**config.mk**
```make
export PLATFORM = sky130hd
export DESIGN_NAME = uart_image_sender
export DESIGN_NICKNAME = d
export VERILOG_FILES = /design/src/rtl/uart_image_sender.sv
export SDC_FILE = /design/constraint.sdc
export NUM_CORES = 1
export LEC_CHECK = 0
export ABC_AREA = 1
export CORE_ASPECT_RATIO = 0.75
export CORE_MARGIN = 4
export CORE_UTILIZATION = 45
export DETAILED_ROUTE_END_ITERATION = 7
export PLACE_DENSITY_LB_ADDON = 0.15
export SYNTH_ARGS = -nofsm -noshare
export SYNTH_HDL_FRONTEND = slang
export SYNTH_SLANG_ARGS = --single-unit
```
**constraint.sdc**
```tcl
create_clock -name clk -period 2 [get_ports clk]
set_clock_uncertainty 0.1 [all_clocks]
set_input_delay 0.4 -clock clk [delete_from_list [all_inputs] [get_ports clk]]
set_output_delay 0.4 -clock clk [all_outputs]
set_load 0.005 [all_outputs]
```
**src/rtl/uart_image_sender.sv**
```systemverilog
// Purpose: streams a WIDTH x HEIGHT frame from SDRAM read FIFO 2 to a Uart8 transmitter as R, G, B bytes per pixel.
// Latency: FIFO pop to first txStart is 4 cycles (READ, WAIT_READ, CONVERT, WAIT_CONVERT); after Blue, 2 cycles to the next pop.
// Backpressure: txStart is held in SEND until txBusy rises, then the byte waits in WAIT_SEND until txBusy falls.
// Config: define IMAGE_SENDER_GRAY_EN for grayscale (R=G=B=pixel[9:2]); default is the R, R+1, R+2 test pattern.
module uart_image_sender #(
  parameter int WIDTH  = 640,
  parameter int HEIGHT = 480
) (
  input  logic       clk,
  input  logic       rst_n,
  input  logic [9:0] sdram_rd2_data,
  output logic       sdram_rd2_clk,
  output logic       sdram_rd2_load,
  input  logic       en,
  output logic [7:0] tx_data,
  output logic       txEn,
  output logic       txStart,
  input  logic       txDone,
  input  logic       txBusy,
  input  logic       READ_Request,
  input  logic       VGA_HS,
  input  logic       VGA_VS
);

  localparam int TOTAL = WIDTH * HEIGHT;
  localparam int CNT_W = $clog2(TOTAL + 1);

  typedef enum logic [2:0] {
    RDY          = 3'd0,
    READ         = 3'd1,
    WAIT_READ    = 3'd2,
    CONVERT      = 3'd3,
    WAIT_CONVERT = 3'd4,
    SEND         = 3'd5,
    WAIT_SEND    = 3'd6,
    DONE         = 3'd7
  } state_t;

  state_t           present_state;
  state_t           next_state;
  logic [9:0]       pixel;
  logic [7:0]       red;
  logic [7:0]       green;
  logic [7:0]       blue;
  logic [7:0]       conv_red;
  logic [7:0]       conv_green;
  logic [7:0]       conv_blue;
  logic [7:0]       byte_sel;
  logic [1:0]       color_sel;
  logic [CNT_W-1:0] pix_cnt;
  logic             frame_end;
  logic [1:0]       unused_pixel_bits;
  logic             unused_inputs;

  // The FIFO is clocked from the same clock as this block.
  assign sdram_rd2_clk = clk;

  assign frame_end = (pix_cnt == CNT_W'(TOTAL));

`ifdef IMAGE_SENDER_GRAY_EN
  assign conv_red          = pixel[9:2];
  assign conv_green        = pixel[9:2];
  assign conv_blue         = pixel[9:2];
  assign unused_pixel_bits = pixel[1:0];
`else
  assign conv_red          = pixel[7:0];
  assign conv_green        = pixel[7:0] + 8'd1;
  assign conv_blue         = pixel[7:0] + 8'd2;
  assign unused_pixel_bits = pixel[9:8];
`endif

  // Uart8 done and the video/request strobes play no part in sequencing.
  assign unused_inputs = &{1'b0, txDone, READ_Request, VGA_HS, VGA_VS, unused_pixel_bits};

  // State register; reset aborts any frame in progress.
  always_ff @(posedge clk or negedge rst_n) begin
    if (!rst_n) present_state <= RDY;
    else        present_state <= next_state;
  end

  // Next-state: one pixel per READ, three byte handshakes per pixel.
  always_comb begin
    next_state = present_state;
    case (present_state)
      RDY:          if (en) next_state = READ;
      READ:         next_state = (!en || frame_end) ? DONE : WAIT_READ;
      WAIT_READ:    next_state = CONVERT;
      CONVERT:      next_state = WAIT_CONVERT;
      WAIT_CONVERT: next_state = SEND;
      SEND: begin
        if (color_sel == 2'd3) next_state = READ;
        else if (txBusy)       next_state = WAIT_SEND;
      end
      WAIT_SEND:    if (!txBusy) next_state = SEND;
      DONE:         next_state = RDY;
      default:      next_state = RDY;
    endcase
  end

  // Datapath: pixel capture, colour conversion, byte index and pixel counter.
  always_ff @(posedge clk or negedge rst_n) begin
    if (!rst_n) begin
      pixel     <= '0;
      red       <= '0;
      green     <= '0;
      blue      <= '0;
      color_sel <= '0;
      pix_cnt   <= '0;
    end else begin
      case (present_state)
        RDY: begin
          pix_cnt   <= '0;
          color_sel <= '0;
        end
        WAIT_READ: pixel <= sdram_rd2_data;
        CONVERT: begin
          red   <= conv_red;
          green <= conv_green;
          blue  <= conv_blue;
        end
        SEND: begin
          if (color_sel == 2'd3) begin
            color_sel <= '0;
            pix_cnt   <= pix_cnt + CNT_W'(1);
          end
        end
        WAIT_SEND: if (!txBusy) color_sel <= color_sel + 2'd1;
        default: ;
      endcase
    end
  end

  // Byte currently addressed by color_sel.
  always_comb begin
    byte_sel = 8'd0;
    case (color_sel)
      2'd0:    byte_sel = red;
      2'd1:    byte_sel = green;
      2'd2:    byte_sel = blue;
      default: byte_sel = 8'd0;
    endcase
  end

  // Outputs decoded from state; pop is suppressed when READ is about to stop.
  always_comb begin
    sdram_rd2_load = 1'b0;
    txEn           = 1'b0;
    txStart        = 1'b0;
    tx_data        = 8'd0;
    case (present_state)
      READ: sdram_rd2_load = en && !frame_end;
      SEND: begin
        if (color_sel != 2'd3) begin
          txEn    = 1'b1;
          txStart = 1'b1;
          tx_data = byte_sel;
        end
      end
      WAIT_SEND: begin
        txEn    = 1'b1;
        tx_data = byte_sel;
      end
      default: ;
    endcase
  end

endmodule

```
==> results_dict.tcl <==
set metrics [dict create \
    outcome "finished with violations" \
    violations "setup timing" \
    die_w_microns 102 \
    synthFlopType "dfrtp_1" \
    p_sw_mw 2.09 \
    clkTransAtPathRegs_ns 0.10 \
    pwr-share-seq_pct 33.6 \
    io_pins 30 \
    rsz0062_at_grt "yes" \
    yosys_warnings 0 \
    fmax_mhz 456 \
    die_y_microns 78.7 \
    critPathMaxFanout 7 \
    grt_max_degree 40 \
    num_rows 25 \
    fin_crit_ns 2.19 \
    cap_violations 0 \
    finalHoldViolCount 0 \
    numPortBuffers 23 \
    period_share_pct 110 \
    area_growth_pct 30.0 \
    routed-via-count 2818 \
    synth_common_cells "nand2_1 (110), dfrtp_1 (55), nor2_1 (51)" \
    place_inst 530 \
    die_area_sq_mm 0.00805 \
    drv_slew 0 \
    reg2reg_depth 10 \
    synthCells 402 \
    hpwl_microns 5310 \
    r2r_slack_ns 0.14 \
    clock_latency_ns 0.42 \
    grt_antenna_before_repair 0 \
    wire_per_inst_microns 13.7 \
    synth.most_common_cell "nand2_1" \
    seq_area_frac_synth_pct 45.9 \
    required_ns 1.50 \
    drive_gt1_share_pct 22.4 \
    drtPass1Iterations 4 \
    drt_iter0_markers 217 \
    internal_power_mw 3.12 \
    grt.total_usage_pct 20.6 \
    syn-num-nets 428 \
    instances_no_fill 549 \
    hold_path_class "input pin to asynchronous set/reset pin" \
    via_per_inst 5.13 \
    critPathKind "register to output port" \
    grt-ovfl-total 0 \
    cts_tree "yes" \
    nets 493 \
    worst_pin_slew_ns 0.526 \
    power_frac_comb_pct 48.2 \
    ys_seq_elements 55 \
    synth.avg_cell_area_sq_um 7.46 \
    cp-start-kind "register" \
    critical_path.endpoint_type "output port" \
    power.density_mw_per_mm2 1340 \
    irDropWorstVdd_mv 0.856 \
    start_util_pct 47.0 \
    grt_pass1_wl_microns 13000 \
    clkPwrFrac_pct 18.1 \
    ant_nets 0 \
    gp_congestion 0.899 \
    antenna_cells 0 \
    tns_ns -1.24 \
    coreArea_sq_mm 0.00638 \
    wirelength_microns 7530 \
    setup-violations-final 11 \
    netlist_area_sq_mm 0.00300 \
    relSlewSlack_pct 64.9 \
    synth.top_cell.area_share_pct 45.9 \
    route.detailed.drc 0 \
    async_flop_share_pct 100 \
    synth-edff-count 0 \
    p_sw_share_pct 40.2 \
    synth_area_leaders "dfrtp_1 (46%), nand2_1 (14%), nor2_1 (6.4%)" \
    yosysTopAreaCell "dfrtp_1" \
    finalWorstSetupSlack_ns -0.191 \
    crit_arrival_ns 1.69 \
    ys_types 30 \
    leakage_nw 1.92 \
    first_global_vias 2692 \
]
==> area by class of cell <==
class                           instances  area [sq um]
Clock inverter                          3          46.3
Sequential cell                        55          1380
Tap cell                               81           101
Clock buffer                            9           119
Fill cell                             601          2480
Multi-Input combinational cell        291          1530
Timing Repair Buffer                   67           557
Inverter                               43           173
==> per-layer routing <==
metal | share of wire, % | wire length (microns) | vias up | GRT usage (%)
met1 | 53 | 3980 | 1300 | 32.9
met5 | 0 | 0 | - | 0
met3 | 5.5 | 413 | 6 | 4.04
met2 | 41 | 3060 | 79 | 28.2
met4 | 1.0 | 76 | 0 | 5.50
li1 | - | - | 1433 | -
==> kinds of logic after synthesis <==
family | Yosys count | share of synthesized area, %
buffers and inverters | 56 | 7.51
flip-flops | 55 | 45.9
AO/OA/AOI/OAI | 64 | 11.3
XOR/XNOR | 6 | 1.75
adder cells (fa/ha/maj) | 8 | 3.34
AND/OR/NAND/NOR | 213 | 30.2
==> final timing paths <==
path                              startpoint     endpoint
worst max-delay path            color_sel[0]   tx_data[3]
worst min-delay path                   rst_n  pix_cnt[12]
worst max register to register  color_sel[1]  pix_cnt[17]
worst min register to register        red[3]       red[3]
max in group asynchronous              rst_n   pix_cnt[4]
min in group clk                      red[3]       red[3]
==> layout by cell type, fill, tap and decap left out, types with 3 or more instances in the layout <==
master | netlist | routed
nor2_1 | 51 | 47
nor2_2 | 0 | 3
dfrtp_1 | 55 | 55
ha_4 | 0 | 5
nand4_1 | 13 | 13
clkbuf_8 | 0 | 8
nand2_2 | 0 | 6
clkdlybuf4s50_1 | 0 | 10
inv_1 | 41 | 33
ha_1 | 8 | 3
buf_4 | 1 | 33
o21ai_0 | 31 | 28
inv_2 | 1 | 7
o21ai_1 | 2 | 3
nand2_1 | 110 | 104
inv_6 | 0 | 3
a21oi_1 | 23 | 21
nor3_1 | 6 | 6
nand3_2 | 1 | 4
xor2_1 | 5 | 5
buf_6 | 1 | 11
nand3_1 | 26 | 23
buf_2 | 3 | 11
a31oi_1 | 5 | 5
==> worst max-delay path, stage by stage, from the launching register on <==
cell,delay [ns]
dfrtp_1,0.42
buf_6,0.13
ha_4,0.15
o21bai_4,0.22
a31oi_1,0.21
buf_2,0.15
==> what timing repair did <==
item                                    in CTS  in global routing
resized for setup                           87                 14
cloned                                       0                  0
hold buffers                                 1                  0
endpoints found under the setup margin      12                 16
buffers inserted                             7                  2
pin swaps                                   17                 13
hold endpoints to repair                    16                  0
==> power groups by stage <==
stage | clock network, mW | logic [mW] | registers (mW)
after detailed placement | 0.0421 | 2.22 | 1.75
after global routing | 1.04 | 2.82 | 1.79
after global placement | 0.0421 | 2.18 | 1.73
after CTS | 0.972 | 2.40 | 1.73
after floorplan | 0.0324 | 1.29 | 1.68
final | 0.944 | 2.51 | 1.75
==> flip-flops by register name, summed over array words and instances, names as in the netlist <==
signal	count
green	8
red	8
pix_cnt	19
color_sel	2
present_state	3
pixel	8
blue	7
==> per-stage QoR <==
stage          total power [mW]  util, %  hold slack, ns  area (sq um)  setup WS [ns]
2_1_floorplan              3.00        -         0.00441          3000          0.368
3_3_place_gp               3.95     56.1           0.270          3580         -0.134
3_5_place_dp               4.01     56.1           0.269          3580         -0.157
4_1_cts                    5.11     60.3           0.369          3850         -0.179
5_1_grt                    5.65     61.1           0.390          3900         -0.239
6_report                   5.21     61.1           0.357          3900         -0.191
Note: power is estimated with default switching activity, not from simulation.
